**config.mk**
```make
export PLATFORM = sky130hd
export DESIGN_NAME = imem_loader
export DESIGN_NICKNAME = d
export VERILOG_FILES = /design/src/rtl/imem_loader_pkg.sv /design/src/rtl/imem_loader_byte_to_word.sv /design/src/rtl/imem_loader.sv
export SDC_FILE = /design/constraint.sdc
export NUM_CORES = 1
export LEC_CHECK = 0
export ABC_AREA = 1
export BUFFER_PORTS_ARGS = -buffer_cell sky130_fd_sc_hd__buf_4
export CELL_PAD_IN_SITES_DETAIL_PLACEMENT = 2
export CELL_PAD_IN_SITES_GLOBAL_PLACEMENT = 2
export CORE_MARGIN = 1.5
export CORE_UTILIZATION = 30
export CTS_CLUSTER_SIZE = 28
export DETAILED_ROUTE_END_ITERATION = 8
export GPL_TIMING_DRIVEN = 0
export PLACE_DENSITY = 0.7
export SKIP_CTS_REPAIR_TIMING = 1
export SYNTH_ARGS = -nofsm -noshare
export SYNTH_HDL_FRONTEND = slang
export SYNTH_SLANG_ARGS = --single-unit
```
**constraint.sdc**
```tcl
create_clock -name clk -period 1.9 [get_ports clk]
set_clock_uncertainty 0.05 [all_clocks]
set_input_delay 0.285 -clock clk [delete_from_list [all_inputs] [get_ports clk]]
set_output_delay 0.285 -clock clk [all_outputs]
set_load 0.01 [all_outputs]
```
**src/rtl/imem_loader_pkg.sv**
```systemverilog
// Shared types and constants for the instruction-memory program loader.
// The checksum variant is selected with IMEM_LOADER_CHECKSUM_EN.
package imem_loader_pkg;

    typedef enum logic [2:0] {
        IDLE,
        CNT_LO,
        CNT_HI,
        DATA,
        CSUM,
        DONE,
        ERROR
    } state_e;

    localparam logic [7:0] SYNC_BYTE = 8'hA5;
    localparam int         WORD_W    = 32;

endpackage

```
**src/rtl/imem_loader_byte_to_word.sv**
```systemverilog
// Little-endian 4-lane byte assembler; the finished word is held until the next one completes.
module imem_loader_byte_to_word
    import imem_loader_pkg::*;
(
    input  logic              clk,
    input  logic              reset_n,
    input  logic              clear_i,
    input  logic              load_i,
    input  logic [7:0]        byte_i,
    output logic [WORD_W-1:0] word_o,
    output logic              word_valid_o,
    output logic              lane_last_o
);

    logic [1:0]        lane_q;
    logic [23:0]       acc_q;
    logic [WORD_W-1:0] word_q;
    logic              valid_q;

    always_ff @(posedge clk) begin
        if (!reset_n) begin
            lane_q  <= 2'd0;
            acc_q   <= 24'd0;
            word_q  <= '0;
            valid_q <= 1'b0;
        end else begin
            valid_q <= 1'b0;
            if (clear_i) begin
                lane_q <= 2'd0;
            end else if (load_i) begin
                lane_q <= lane_q + 2'd1;
                case (lane_q)
                    2'd0: acc_q[7:0]   <= byte_i;
                    2'd1: acc_q[15:8]  <= byte_i;
                    2'd2: acc_q[23:16] <= byte_i;
                    default: begin
                        word_q  <= {byte_i, acc_q};
                        valid_q <= 1'b1;
                    end
                endcase
            end
        end
    end

    assign word_o       = word_q;
    assign word_valid_o = valid_q;
    assign lane_last_o  = (lane_q == 2'd3);

endmodule

```
**src/rtl/imem_loader.sv**
```systemverilog
// Framed byte-stream loader writing 32-bit words into instruction RAM; holds the core in
// reset until a full image lands. Define IMEM_LOADER_CHECKSUM_EN for the trailing sum byte.
module imem_loader
    import imem_loader_pkg::*;
#(
    parameter int         DEPTH = 64,
    localparam int        AW    = $clog2(DEPTH),
    parameter logic [7:0] SYNC  = SYNC_BYTE
) (
    input  logic              clk,
    input  logic              reset_n,
    input  logic              in_valid,
    input  logic [7:0]        in_data,
    output logic              in_ready,
    output logic              we,
    output logic [AW-1:0]     waddr,
    output logic [WORD_W-1:0] wdata,
    output logic              cpu_reset,
    output logic              busy,
    output logic              done,
    output logic              error
);

`ifdef IMEM_LOADER_CHECKSUM_EN
    localparam state_e AFTER_DATA = CSUM;
`else
    localparam state_e AFTER_DATA = DONE;
`endif

    state_e        state_q, state_d;
    logic          in_ready_q;
    logic [7:0]    cnt_lo_q;
    logic [15:0]   count_q;
    logic [15:0]   count_d;
    logic [AW-1:0] idx_q;
    logic [AW-1:0] waddr_q;
    logic          hs;
    logic          lane_last;
    logic          last_word;
`ifdef IMEM_LOADER_CHECKSUM_EN
    logic [7:0]    sum_q;
`endif

    assign hs        = in_valid && in_ready_q;
    assign count_d   = {in_data, cnt_lo_q};
    assign last_word = ({{(16-AW){1'b0}}, idx_q} == (count_q - 16'd1));

    always_comb begin
        state_d = state_q;
        case (state_q)
            IDLE, DONE, ERROR: if (hs && in_data == SYNC) state_d = CNT_LO;
            CNT_LO: if (hs) state_d = CNT_HI;
            CNT_HI: begin
                if (hs) begin
                    if (count_d > 16'(DEPTH))  state_d = ERROR;
                    else if (count_d == 16'd0) state_d = AFTER_DATA;
                    else                       state_d = DATA;
                end
            end
            DATA: if (hs && lane_last && last_word) state_d = AFTER_DATA;
`ifdef IMEM_LOADER_CHECKSUM_EN
            CSUM: if (hs) state_d = (in_data == sum_q) ? DONE : ERROR;
`endif
            default: state_d = IDLE;
        endcase
    end

    always_ff @(posedge clk) begin
        if (!reset_n) begin
            state_q    <= IDLE;
            in_ready_q <= 1'b0;
            cnt_lo_q   <= 8'd0;
            count_q    <= 16'd0;
            idx_q      <= '0;
            waddr_q    <= '0;
        end else begin
            state_q    <= state_d;
            in_ready_q <= 1'b1;
            if (hs) begin
                case (state_q)
                    CNT_LO: cnt_lo_q <= in_data;
                    CNT_HI: begin
                        count_q <= count_d;
                        idx_q   <= '0;
                    end
                    DATA: begin
                        if (lane_last) begin
                            waddr_q <= idx_q;
                            idx_q   <= idx_q + AW'(1);
                        end
                    end
                    default: ;
                endcase
            end
        end
    end

`ifdef IMEM_LOADER_CHECKSUM_EN
    // Sum restarts on every accepted SYNC so a retried frame is checked from scratch.
    always_ff @(posedge clk) begin
        if (!reset_n) begin
            sum_q <= 8'd0;
        end else if (hs) begin
            if ((state_q == IDLE || state_q == DONE || state_q == ERROR) && in_data == SYNC)
                sum_q <= 8'd0;
            else if (state_q == DATA)
                sum_q <= sum_q + in_data;
        end
    end
`endif

    imem_loader_byte_to_word u_b2w (
        .clk          (clk),
        .reset_n      (reset_n),
        .clear_i      (hs && state_q == CNT_HI),
        .load_i       (hs && state_q == DATA),
        .byte_i       (in_data),
        .word_o       (wdata),
        .word_valid_o (we),
        .lane_last_o  (lane_last)
    );

    assign in_ready  = in_ready_q;
    assign waddr     = waddr_q;
    assign done      = (state_q == DONE);
    assign error     = (state_q == ERROR);
    assign cpu_reset = (state_q != DONE);
    assign busy      = (state_q == CNT_LO) || (state_q == CNT_HI) ||
                       (state_q == DATA)   || (state_q == CSUM);

endmodule

```
; ---- Word-level counts from Yosys, hierarchy flattened
; Index checks and enable logic that the tools add are counted.
[classes]
eq_ne = 17
order_cmp = 1
reduce_logical = 26
n_addsub = 3
n_mux = 11
bitwise = 4
[op_table]
columns = cell, n
row1 = $mux 3, 6
row2 = $reduce_and 3->1, 6
row3 = $eq 6x16->1, 1
row4 = $gt 16x7->1 const B, 1
row5 = $logic_not 16->1, 1
row6 = $sub 16x1->16 const B, 1
row7 = $pmux 3 s4, 1
row8 = $pmux 6 s2, 1
row9 = $ne 2x2->1 const B, 5
row10 = $eq 3x3->1 const B, 3
row11 = $reduce_or 3->1, 3
row12 = $eq 8x8->1 const B, 1
row13 = $add 6x1->6 const B, 1
row14 = $eq 3x2->1 const B, 2
row15 = $logic_and 1x1->1, 6
row16 = $mux 6, 1
row17 = $eq 2x2->1 const B, 2
row18 = $not 1->1, 4
row19 = $reduce_and 2->1, 2
row20 = $reduce_and 4->1, 1
row21 = $eq 3x1->1 const B, 1
row22 = $logic_not 3->1, 1
row23 = $logic_or 1x1->1, 3
row24 = $ne 3x3->1 const B, 1
row25 = other kinds (6), 7
[totals]
word_cells = 74
out_inout_bits = 44
inputBits = 11
regBits = 99

; ---- Depth between registers and ports, before layout
; Gate-level depths: netlist of run 1.
[depth]
depth_word = 5
ltp_mapped = 16
depth_no_buf = 16

; ---- By module
; Synthesis of run 1 repeated with hierarchy kept, for this count alone.
[unflattened]
hier_cells = 719
area_unflattened_um2 = 4659.5
[by_module_without_submodules]
columns = module, seq_area_each_um2, area_each_um2, cells_per_inst, instances
row1 = imem_loader_byte_to_word, 1181.1, 2438.6, 376, 1
row2 = imem_loader, 800.8, 2220.9, 343, 1

; ---- Least setup slack after synthesis of run 1
; No wires, ideal clock.
[synth_path]
path_kind = reg2reg
startpoint = register count_q[0]
endpoint = register state_q[0]
path_stages_with_launch = 16
arrival_time_ps = 1526
period_less_slack_ps = 1689
path_slack_ps = 211
required_ps = 1736
setup_time_ps = 114
path_buffers = 0
cell_sequence = dfxtp_1 inv_1 ha_1 nand2_1 nor2_2 nand2_1 nand2_1 nand2_1 nor2_1 nand2_1 nor2_1 nand3_1 nand2_2 nand2_1 o21bai_1 inv_1
[synth_via]
elab_chain_len = 5
[synth_lines]
columns = element, line_no
row1 = "start, declared", imem_loader.sv:33  ; logic [15:0] count_q;
row2 = "start signal, assigned", imem_loader.sv:83  ; count_q <= count_d;
row3 = $sub 16x1->16, imem_loader.sv:46  ; assign last_word = ({{(16-AW){1'b0}}, idx_q} == (count_q - 16'd1));
row4 = $eq 6x16->1, imem_loader.sv:46
row5 = $logic_and 1x1->1, imem_loader.sv:60  ; DATA: if (hs && lane_last && last_word) state_d = AFTER_DATA;
row6 = $ne 2x2->1 (no source line), -
row7 = $reduce_and 4->1 (no source line), -
row8 = "end signal, assigned", imem_loader.sv:77  ; state_q <= state_d;
row9 = "end, declared", imem_loader.sv:30  ; state_e state_q, state_d;
; Every way passes these cells.
; A chain may end at the register's enable or synchronous reset.

; ---- Worst setup path after layout of run 1
[layout_path]
startpoint = register count_q[1]
endpoint = register state_q[0]
; Same word-level chain as after synthesis.

==> flow_metrics.env, run 1 <==
export IMPL_grt_pass1_vias=4624
export IMPL_antenna_found_initial=0
export IMPL_grt_max_degree=17
export IMPL_syn_area_um2=4450
export IMPL_ys_seq_elements=99
export IMPL_htree_levels=3
export IMPL_area_sequential_um2=1990
export IMPL_crit_type="flip-flop to flip-flop"
export IMPL_arrival_ns=2.13
export IMPL_layout_common_cells="nand2_1, dfxtp_1, a21oi_1"
export IMPL_top_layer="met4"
export IMPL_synth_ff_type="dfxtp_1"
export IMPL_path_max_fanout=4
export IMPL_detail_route_first_pass_iterations=4
export IMPL_grt_pass1_wl_um=24000
export IMPL_ant_nets=0
export IMPL_synth_edf_count=0
export IMPL_grt_usage=0.193
export IMPL_hold_class="input port to flip-flop"
export IMPL_die_w_um=125
export IMPL_fin_area_um2=5510
export IMPL_slowest_delay_ns=0.35
export IMPL_num_antenna_cells=0
export IMPL_area_growth_pct=23.8
export IMPL_clock_sinks=99
export IMPL_dp_hpwl_um=10900
export IMPL_powerDensity_nw_per_um2=1080
export IMPL_cp_top_family="simple AND/OR/NAND/NOR gates"
export IMPL_vias_per_cell=4.98
export IMPL_core_um2=14500
export IMPL_outcome="finished with violations"
export IMPL_num_vias=4326
export IMPL_overflow=0
export IMPL_initial_utilization=0.306
export IMPL_leakagePower_uw=0.00227
export IMPL_worstPathRequired_ns=2.10
export IMPL_synth_nets=634
export IMPL_cp_buffers_inverters=2
export IMPL_critPathCaptureType="flip-flop"
export IMPL_cts_tree="yes"
export IMPL_drv_slew=0
export IMPL_cts_buffer_depth=2
export IMPL_fin_nets=698
export IMPL_crit_top_cell="nand2_1"
export IMPL_setup_viol=1
export IMPL_finalSetupTns_ns=-0.0372
export IMPL_setup_ws_ns=-0.0372
export IMPL_fp_row_count=44
export IMPL_routedWlPerCell_um=17.0
export IMPL_cap_violations=0
export IMPL_drt_iter0_drc=91
export IMPL_dieHeight_um=125
export IMPL_synth_top_area_frac=0.445
export IMPL_hold_violations=0
export IMPL_synthDistinctLibCells=35
export IMPL_pin_count=55
export IMPL_ys_seq_area_frac=0.445
export IMPL_cp_cell_sequence="inv_2 -> ha_4 -> xnor2_1 -> nor2_2 -> nand2_1 -> nor2_1 -> nand2_1 -> nor2_1 -> nand3_1 -> nand2_2 -> nand2_1 -> o21bai_1 -> inv_1"
export IMPL_final_common_cell="nand2_1"
export IMPL_routed_wl_um=14700
export IMPL_period_minus_slack_ns=1.94
export IMPL_wl_met3_um=338
export IMPL_min_period_over_period=1.02
export IMPL_yosys_area_top_type="dfxtp_1"
export IMPL_worst_pin_slew_ns=0.650
export IMPL_syn_area_per_cell_um2=7.23
export IMPL_met1Wirelength_um=6490
export IMPL_syn_inst=616
export IMPL_yosys_warnings=0
export IMPL_clk_pin_slew_worst_paths_ns=0.07
export IMPL_gp_congestion=0.805
export IMPL_io_buffers=50
export IMPL_async_flop_share=0
export IMPL_die_area_um2=15600
export IMPL_relSlewSlack=0.567
export IMPL_place_ws_ns=-0.235
export IMPL_wl_met2_um=7650
export IMPL_multiInputGateArea_um2=2200
export IMPL_synthTopCellsByArea="dfxtp_1, nand2_1, a21oi_1"
export IMPL_root_buffer="clkbuf_16"
export IMPL_rsz0062_at_grt="yes"
export IMPL_ir_drop_mv=0.449
export IMPL_violations="setup timing"
export IMPL_clock_fmax_mhz=516
export IMPL_drive_above_1_share=0.200
export IMPL_cts_buffers_inserted=9
export IMPL_fillCellCount=1723
export IMPL_drc_errors=0
export IMPL_total_power_uw=5940
export IMPL_slowest_stage="dfxtp_1"
export IMPL_place_area_um2=5060
export IMPL_clk_insertion_delay_late_ns=0.35
export IMPL_startpoint_type="flip-flop"
[worst register-to-register path: cells and delay by family, from the launching register on]
| family | cells | cell delay [ns] |
|---|---|---|
| buf+inv | 2 | 0.11 |
| flops | 1 | 0.35 |
| compound gates | 1 | 0.12 |
| simple gates | 8 | 0.84 |
| fa+ha+maj | 1 | 0.23 |
| xor+xnor | 1 | 0.13 |
[synth_stat cells (2+ instances only)]
cell	instances
nor3_1	4
nor2_4	6
nor2_2	6
dfxtp_1	99
inv_1	36
nor2_1	60
clkinv_1	2
nand2_2	4
nand3_1	72
inv_2	11
xnor2_1	2
xor2_1	3
nor3_2	3
o21ai_1	8
o21ai_0	28
buf_2	13
clkbuf_1	22
nand2_1	127
ha_1	7
a21oi_1	88
[stage by stage]
step                      hold slack, ns  utilization  std cells
after detailed placement           0.408        0.348        850
after floorplan                    0.263            -        616
final                             0.0810        0.379        869
after CTS                         0.0927        0.372        866
after global routing              0.0921        0.379        869
after global placement             0.399        0.348        850
[logic make-up (layout without fill, tap and decap cells)]
kind of cell	after synthesis	in the layout	synth area share
xor+xnor	5	5	0.00983
buf+inv	85	154	0.0758
fa+ha+maj	7	7	0.0197
flops	99	99	0.445
compound gates	128	128	0.146
simple gates	292	292	0.303
[routing by layer]
metal	up-vias	global-route usage
li1	2132	-
met2	51	0.353
met3	20	0.0266
met1	2123	0.232
met5	-	0
met4	0	0.0668
[sequential cells by signal, indices dropped and copies added, names as in the netlist, 2 cells and up]
signal	flops
cnt_lo_q	8
count_q	16
idx_q	6
state_q	3
u_b2w.acc_q	24
u_b2w.lane_q	2
u_b2w.word_o	32
waddr	6
[area by class of cell]
class	instances	share of cell area
Sequential cell	99	0.361
Clock inverter	6	0.0202
Multi-Input combinational cell	432	0.399
Tap cell	184	0.0418
Timing Repair Buffer	54	0.0735
Clock buffer	10	0.0433
Buffer	34	0.0263
Inverter	50	0.0349
[report_power, final]
part           internal [uW]  switching, uW
combinational            521            968
sequential              2170            113
clock                   1330            843
total                   4010           1920
[path summary, 6_finish.rpt]
check	startpoint	endpoint	slack [ns]	depth (start not counted)
max	count_q[1]$_SDFFE_PN0P_	state_q[0]$_SDFFE_PN0P_	-0.04	13
min	reset_n	in_ready$_DFF_P_	0.08	1
max reg2reg	count_q[1]$_SDFFE_PN0P_	state_q[0]$_SDFFE_PN0P_	-0.04	13
min reg2reg	u_b2w.word_o[5]$_SDFFE_PN0P_	u_b2w.word_o[5]$_SDFFE_PN0P_	0.41	2
Note: power is estimated with default switching activity, not from simulation.
==> inputs of run 2 (changes only) <==
RECOVER_POWER = 50   (was unset)
==> run 2 against run 1 <==
Compared with the run above:
- the run still ends with setup timing left
- sequential power about the same
- clock-buffer cell count unchanged
- core utilization decreased by 1.3 points
- critical endpoint unchanged
- largest cell class unchanged
==> flow_metrics.env, run 2 (same netlist as run 1, synthesis figures left out) <==
export IMPL_grt_most_used_layer="met2"
export IMPL_drt_iter0_drc=118
export IMPL_grt_usage=0.193
export IMPL_fin_cells=869
export IMPL_fin_nets=698
export IMPL_grt_util_met2=0.353
export IMPL_vias_per_cell=4.98
export IMPL_netSwitchingPower_uw=1900
export IMPL_die_w_um=125
export IMPL_setup_ws_ns=-0.0498
export IMPL_p_comb_frac=0.245
export IMPL_slowest_stage="dfxtp_1"
export IMPL_root_buffer="clkbuf_16"
export IMPL_cp_cell_sequence="inv_2 -> ha_4 -> xnor2_1 -> nor2_2 -> nand2_1 -> nor2_1 -> nand2_1 -> nor2_1 -> nand3_1 -> nand2_2 -> nand2_1 -> o21bai_1 -> inv_1"
export IMPL_hold_start="in_data[1]"
export IMPL_ff2ff_path_depth=13
export IMPL_detail_route_first_pass_iterations=4
export IMPL_hold_class="input port to flip-flop"
export IMPL_powerDensity_nw_per_um2=1100
export IMPL_cp_top_family="simple AND/OR/NAND/NOR gates"
export IMPL_rsz0062_at_grt="yes"
export IMPL_htree_levels=3
export IMPL_clock_sinks=99
export IMPL_worst_pin_slew_ns=0.656
export IMPL_startpoint_type="flip-flop"
export IMPL_grt_max_degree=17
export IMPL_crit_type="flip-flop to flip-flop"
export IMPL_clk_pin_slew_worst_paths_ns=0.07
export IMPL_layout_common_cells="nand2_1, dfxtp_1, a21oi_1"
export IMPL_cts_tree="yes"
export IMPL_ir_drop_mv=0.451
export IMPL_grt_pass1_vias=4624
export IMPL_overflow=0
export IMPL_min_period_over_period=1.03
export IMPL_largest_register_ffs=32
export IMPL_dieHeight_um=125
export IMPL_place_ws_ns=-0.235
export IMPL_period_minus_slack_ns=1.95
export IMPL_dpl_cell_count=850
export IMPL_routed_wl_um=14700
export IMPL_num_antenna_cells=0
export IMPL_reg2reg_from="count_q[1]$_SDFFE_PN0P_"
export IMPL_path_max_fanout=4
export IMPL_ant_nets=0
export IMPL_gp_congestion=0.805
export IMPL_clock_fmax_mhz=513
export IMPL_outcome="finished with violations"
export IMPL_p_seq_frac=0.386
export IMPL_relSlewSlack=0.563
export IMPL_hold_violations=0
export IMPL_io_buffers=50
export IMPL_worstPathRequired_ns=2.10
export IMPL_initial_utilization=0.306
export IMPL_use_met1=0.232
export IMPL_grt_pass1_wl_um=24000
export IMPL_core_um2=14500
export IMPL_r2r_slack_ns=-0.05
export IMPL_area_growth_pct=19.7
export IMPL_violations="setup timing"
export IMPL_routedWlPerCell_um=17.0
export IMPL_drc_errors=0
export IMPL_die_area_um2=15600
export IMPL_cap_violations=0
export IMPL_swShare=0.323
export IMPL_cp_buffers_inverters=2
export IMPL_p_int_uw=3980
export IMPL_antenna_found_initial=0
export IMPL_holdWs_ns=0.218
export IMPL_r2r_end="state_q[0]$_SDFFE_PN0P_"
export IMPL_cts_buffer_depth=2
export IMPL_total_power_uw=5890
export IMPL_setup_viol=4
export IMPL_grt_use_met3=0.0266
export IMPL_clock_power_share=0.369
export IMPL_dp_hpwl_um=10900
export IMPL_drive_above_1_share=0.127
export IMPL_leakagePower_uw=0.00209
export IMPL_clk_insertion_delay_late_ns=0.35
export IMPL_whs_endpoint="u_b2w.acc_q[1]$_SDFFE_PN0P_"
export IMPL_fp_row_count=44
export IMPL_final_common_cell="nand2_1"
export IMPL_pin_count=55
export IMPL_cts_buffers_inserted=9
export IMPL_num_vias=4329
export IMPL_slowest_delay_ns=0.35
export IMPL_min_path_cells=3
export IMPL_drv_slew=0
export IMPL_critPathCaptureType="flip-flop"
export IMPL_arrival_ns=2.15
export IMPL_crit_top_cell="nand2_1"
[run 2: changes by cell type in the layout (fill, tap and decap cells not counted), sizes merged]
cell,previous run,this run
buf,65,19
clkbuf,33,79
[run 2: through the flow]
step	instance area, um2	setup TNS (ns)	util
after floorplan	4450	0	-
after global placement	5060	-0.410	0.348
after detailed placement	5060	-0.620	0.348
after CTS	5410	-0.825	0.372
after global routing	5330	-4.68	0.367
final	5330	-0.104	0.367
[run 2: worst min-delay path: cells and delay by family]
| family | cells | cell delay [ns] |
|---|---|---|
| AND/OR/NAND/NOR | 1 | 0.08 |
| AO/OA/AOI/OAI | 1 | 0.06 |
| buffers and inverters | 1 | 0.15 |
[run 2: per-layer routing]
| layer | vias up | share of wire |
|---|---|---|
| met5 | - | 0 |
| met4 | 0 | 0.019 |
| met3 | 19 | 0.023 |
| met2 | 54 | 0.52 |
| met1 | 2129 | 0.44 |
| li1 | 2127 | - |
[run 2: worst max path at each step]
stage / cells past startpoint / to / from / slack [ns]
final: 13 / state_q[0]$_SDFFE_PN0P_ / count_q[1]$_SDFFE_PN0P_ / -0.05
after global routing: 15 / state_q[0]$_SDFFE_PN0P_ / count_q[0]$_SDFFE_PN0P_ / -0.22
after CTS: 15 / state_q[0]$_SDFFE_PN0P_ / count_q[0]$_SDFFE_PN0P_ / -0.27
after detailed placement: 15 / state_q[0]$_SDFFE_PN0P_ / count_q[0]$_SDFFE_PN0P_ / -0.24
after global placement: 15 / state_q[0]$_SDFFE_PN0P_ / count_q[0]$_SDFFE_PN0P_ / -0.17
after floorplan: 15 / state_q[0]$_SDFFE_PN0P_ / count_q[0]$_SDFFE_PN0P_ / 0.21
[run 2: power groups by stage]
stage	combinational, uW	sequential [uW]	clock (uW)
floorplan	1040	2290	0
global placement	1370	2310	0
detailed placement	1430	2320	0
CTS	1440	2270	2220
global route	1650	2290	2320
finish	1440	2270	2170
[run 2: cell type report]
type | instances | area (um2)
Multi-Input combinational cell | 432 | 2180
Timing Repair Buffer | 54 | 248
Clock inverter | 6 | 111
Inverter | 50 | 193
Clock buffer | 10 | 239
Sequential cell | 99 | 1990
Tap cell | 184 | 230
Buffer | 34 | 143
Fill cell | 1780 | 9200
==> inputs of run 3 (changes only) <==
clock period = 2.3 ns   (was 1.9 ns; I/O delays follow)
==> run 3 against run 2 <==
Compared with the run above:
- setup slack better by 0.27 ns
- maximum frequency down 6.4%
- via count down 0.85%
- critical path type unchanged
- clock power down 17%
- cell count down 0.35%
- sequential power down 18%
- hold slack better by 0.060 ns
- non-clock buffer count down 3
- sequential cell count unchanged
- the run now ends clean
- critical endpoint is now u_b2w.word_o[30]$_SDFFE_PN0P_
==> flow_metrics.env, run 3 (same netlist as run 1, synthesis figures left out) <==
export IMPL_routed_wl_um=14600
export IMPL_cts_buffer_depth=2
export IMPL_arrival_ns=2.31
export IMPL_cap_violations=0
export IMPL_cts_tree="yes"
export IMPL_crit_type="flip-flop to flip-flop"
export IMPL_drt_iter0_drc=74
export IMPL_drive_above_1_share=0.0968
export IMPL_ff2ff_path_depth=8
export IMPL_period_minus_slack_ns=2.08
export IMPL_die_w_um=125
export IMPL_fp_row_count=44
export IMPL_fin_nets=695
export IMPL_drc_errors=0
export IMPL_largest_register_ffs=32
export IMPL_path_max_fanout=10
export IMPL_antenna_found_initial=0
export IMPL_clock_fmax_mhz=480
export IMPL_r2r_end="u_b2w.word_o[30]$_SDFFE_PN0P_"
export IMPL_setup_viol=0
export IMPL_grt_pass1_wl_um=24000
export IMPL_detail_route_first_pass_iterations=4
export IMPL_dp_hpwl_um=10900
export IMPL_leakagePower_uw=0.00203
export IMPL_worst_pin_slew_ns=0.642
export IMPL_cts_buffers_inserted=9
export IMPL_io_buffers=50
export IMPL_final_common_cell="nand2_1"
export IMPL_outcome="complete, no violations"
export IMPL_min_path_cells=3
export IMPL_drv_slew=0
export IMPL_r2r_slack_ns=0.22
export IMPL_dieHeight_um=125
export IMPL_area_growth_pct=17.4
export IMPL_hold_start="in_data[1]"
export IMPL_startpoint_type="flip-flop"
export IMPL_worstPathRequired_ns=2.53
export IMPL_clk_pin_slew_worst_paths_ns=0.07
export IMPL_finalSetupTns_ns=0
export IMPL_whs_endpoint="u_b2w.acc_q[1]$_SDFFE_PN0P_"
export IMPL_clock_sinks=99
export IMPL_relSlewSlack=0.572
export IMPL_num_antenna_cells=0
export IMPL_layout_common_cells="nand2_1, dfxtp_1, a21oi_1"
export IMPL_grt_usage=0.193
export IMPL_critPathCaptureType="flip-flop"
export IMPL_grt_pass1_vias=4624
export IMPL_hold_violations=0
export IMPL_dpl_cell_count=850
export IMPL_ir_drop_mv=0.365
export IMPL_ant_nets=0
export IMPL_clk_insertion_delay_late_ns=0.35
export IMPL_die_area_um2=15600
export IMPL_powerDensity_nw_per_um2=919
export IMPL_root_buffer="clkbuf_16"
export IMPL_grt_max_degree=17
export IMPL_overflow=0
export IMPL_pin_count=55
export IMPL_core_um2=14500
export IMPL_vias_per_cell=4.96
export IMPL_routedWlPerCell_um=16.9
export IMPL_initial_utilization=0.306
export IMPL_gp_congestion=0.805
export IMPL_total_power_uw=4800
export IMPL_htree_levels=3
export IMPL_hold_class="input port to flip-flop"
export IMPL_fin_cells=866
export IMPL_num_vias=4292
export IMPL_reg2reg_from="in_ready$_DFF_P_"
export IMPL_min_period_over_period=0.906
export IMPL_rsz0062_at_grt="no"
[run 3: worst max-delay path by stage]
stage / start / slack, ns / endpoint / cells after the start
after detailed placement: count_q[0]$_SDFFE_PN0P_ / 0.16 / state_q[0]$_SDFFE_PN0P_ / 15
after floorplan: count_q[0]$_SDFFE_PN0P_ / 0.61 / state_q[0]$_SDFFE_PN0P_ / 15
final: in_ready$_DFF_P_ / 0.22 / u_b2w.word_o[30]$_SDFFE_PN0P_ / 8
after global routing: in_ready$_DFF_P_ / 0.05 / u_b2w.word_o[30]$_SDFFE_PN0P_ / 8
after CTS: count_q[0]$_SDFFE_PN0P_ / 0.13 / state_q[0]$_SDFFE_PN0P_ / 15
after global placement: count_q[0]$_SDFFE_PN0P_ / 0.23 / state_q[0]$_SDFFE_PN0P_ / 15
[run 3: critical path: stages, from the launching register on]
cell and delay, ns:
dfxtp_1 0.33, nand2_1 0.26, inv_1 0.13, nand2_1 0.26, inv_2 0.11, nand2_1 0.20, clkbuf_1 0.41, nand2_1 0.10
a21oi_1 0.16
[run 3: per-layer routing]
layer / vias to the layer above / routed length (um) / track usage
li1: 2116 / - / -
met5: - / 0 / 0
met3: 20 / 312 / 0.0266
met2: 47 / 7540 / 0.353
met4: 0 / 272 / 0.0668
met1: 2109 / 6490 / 0.232
[run 3: where the power goes]
part           switching, uW  leakage (uW)  total (uW)  internal [uW]
Clock                    701      0.000169        1800           1100
Combinational            762       0.00106        1130            370
Sequential              87.6      0.000799        1870           1790
[run 3: metrics by stage]
stage | area, um2 | hold slack, ns | setup WS [ns] | utilization
after floorplan | 4450 | 0.323 | 0.611 | -
after CTS | 5410 | 0.153 | 0.129 | 0.372
final | 5230 | 0.277 | 0.217 | 0.360
after global placement | 5060 | 0.399 | 0.232 | 0.348
after detailed placement | 5060 | 0.408 | 0.165 | 0.348
after global routing | 5230 | 0.274 | 0.0485 | 0.360
[run 3: area by class of cell]
cell class | count | area (um2)
Buffer | 35 | 143
Clock buffer | 10 | 239
Clock inverter | 6 | 111
Fill cell | 1795 | 9310
Inverter | 50 | 190
Multi-Input combinational cell | 432 | 2110
Sequential cell | 99 | 1980
Tap cell | 184 | 230
Timing Repair Buffer | 50 | 218
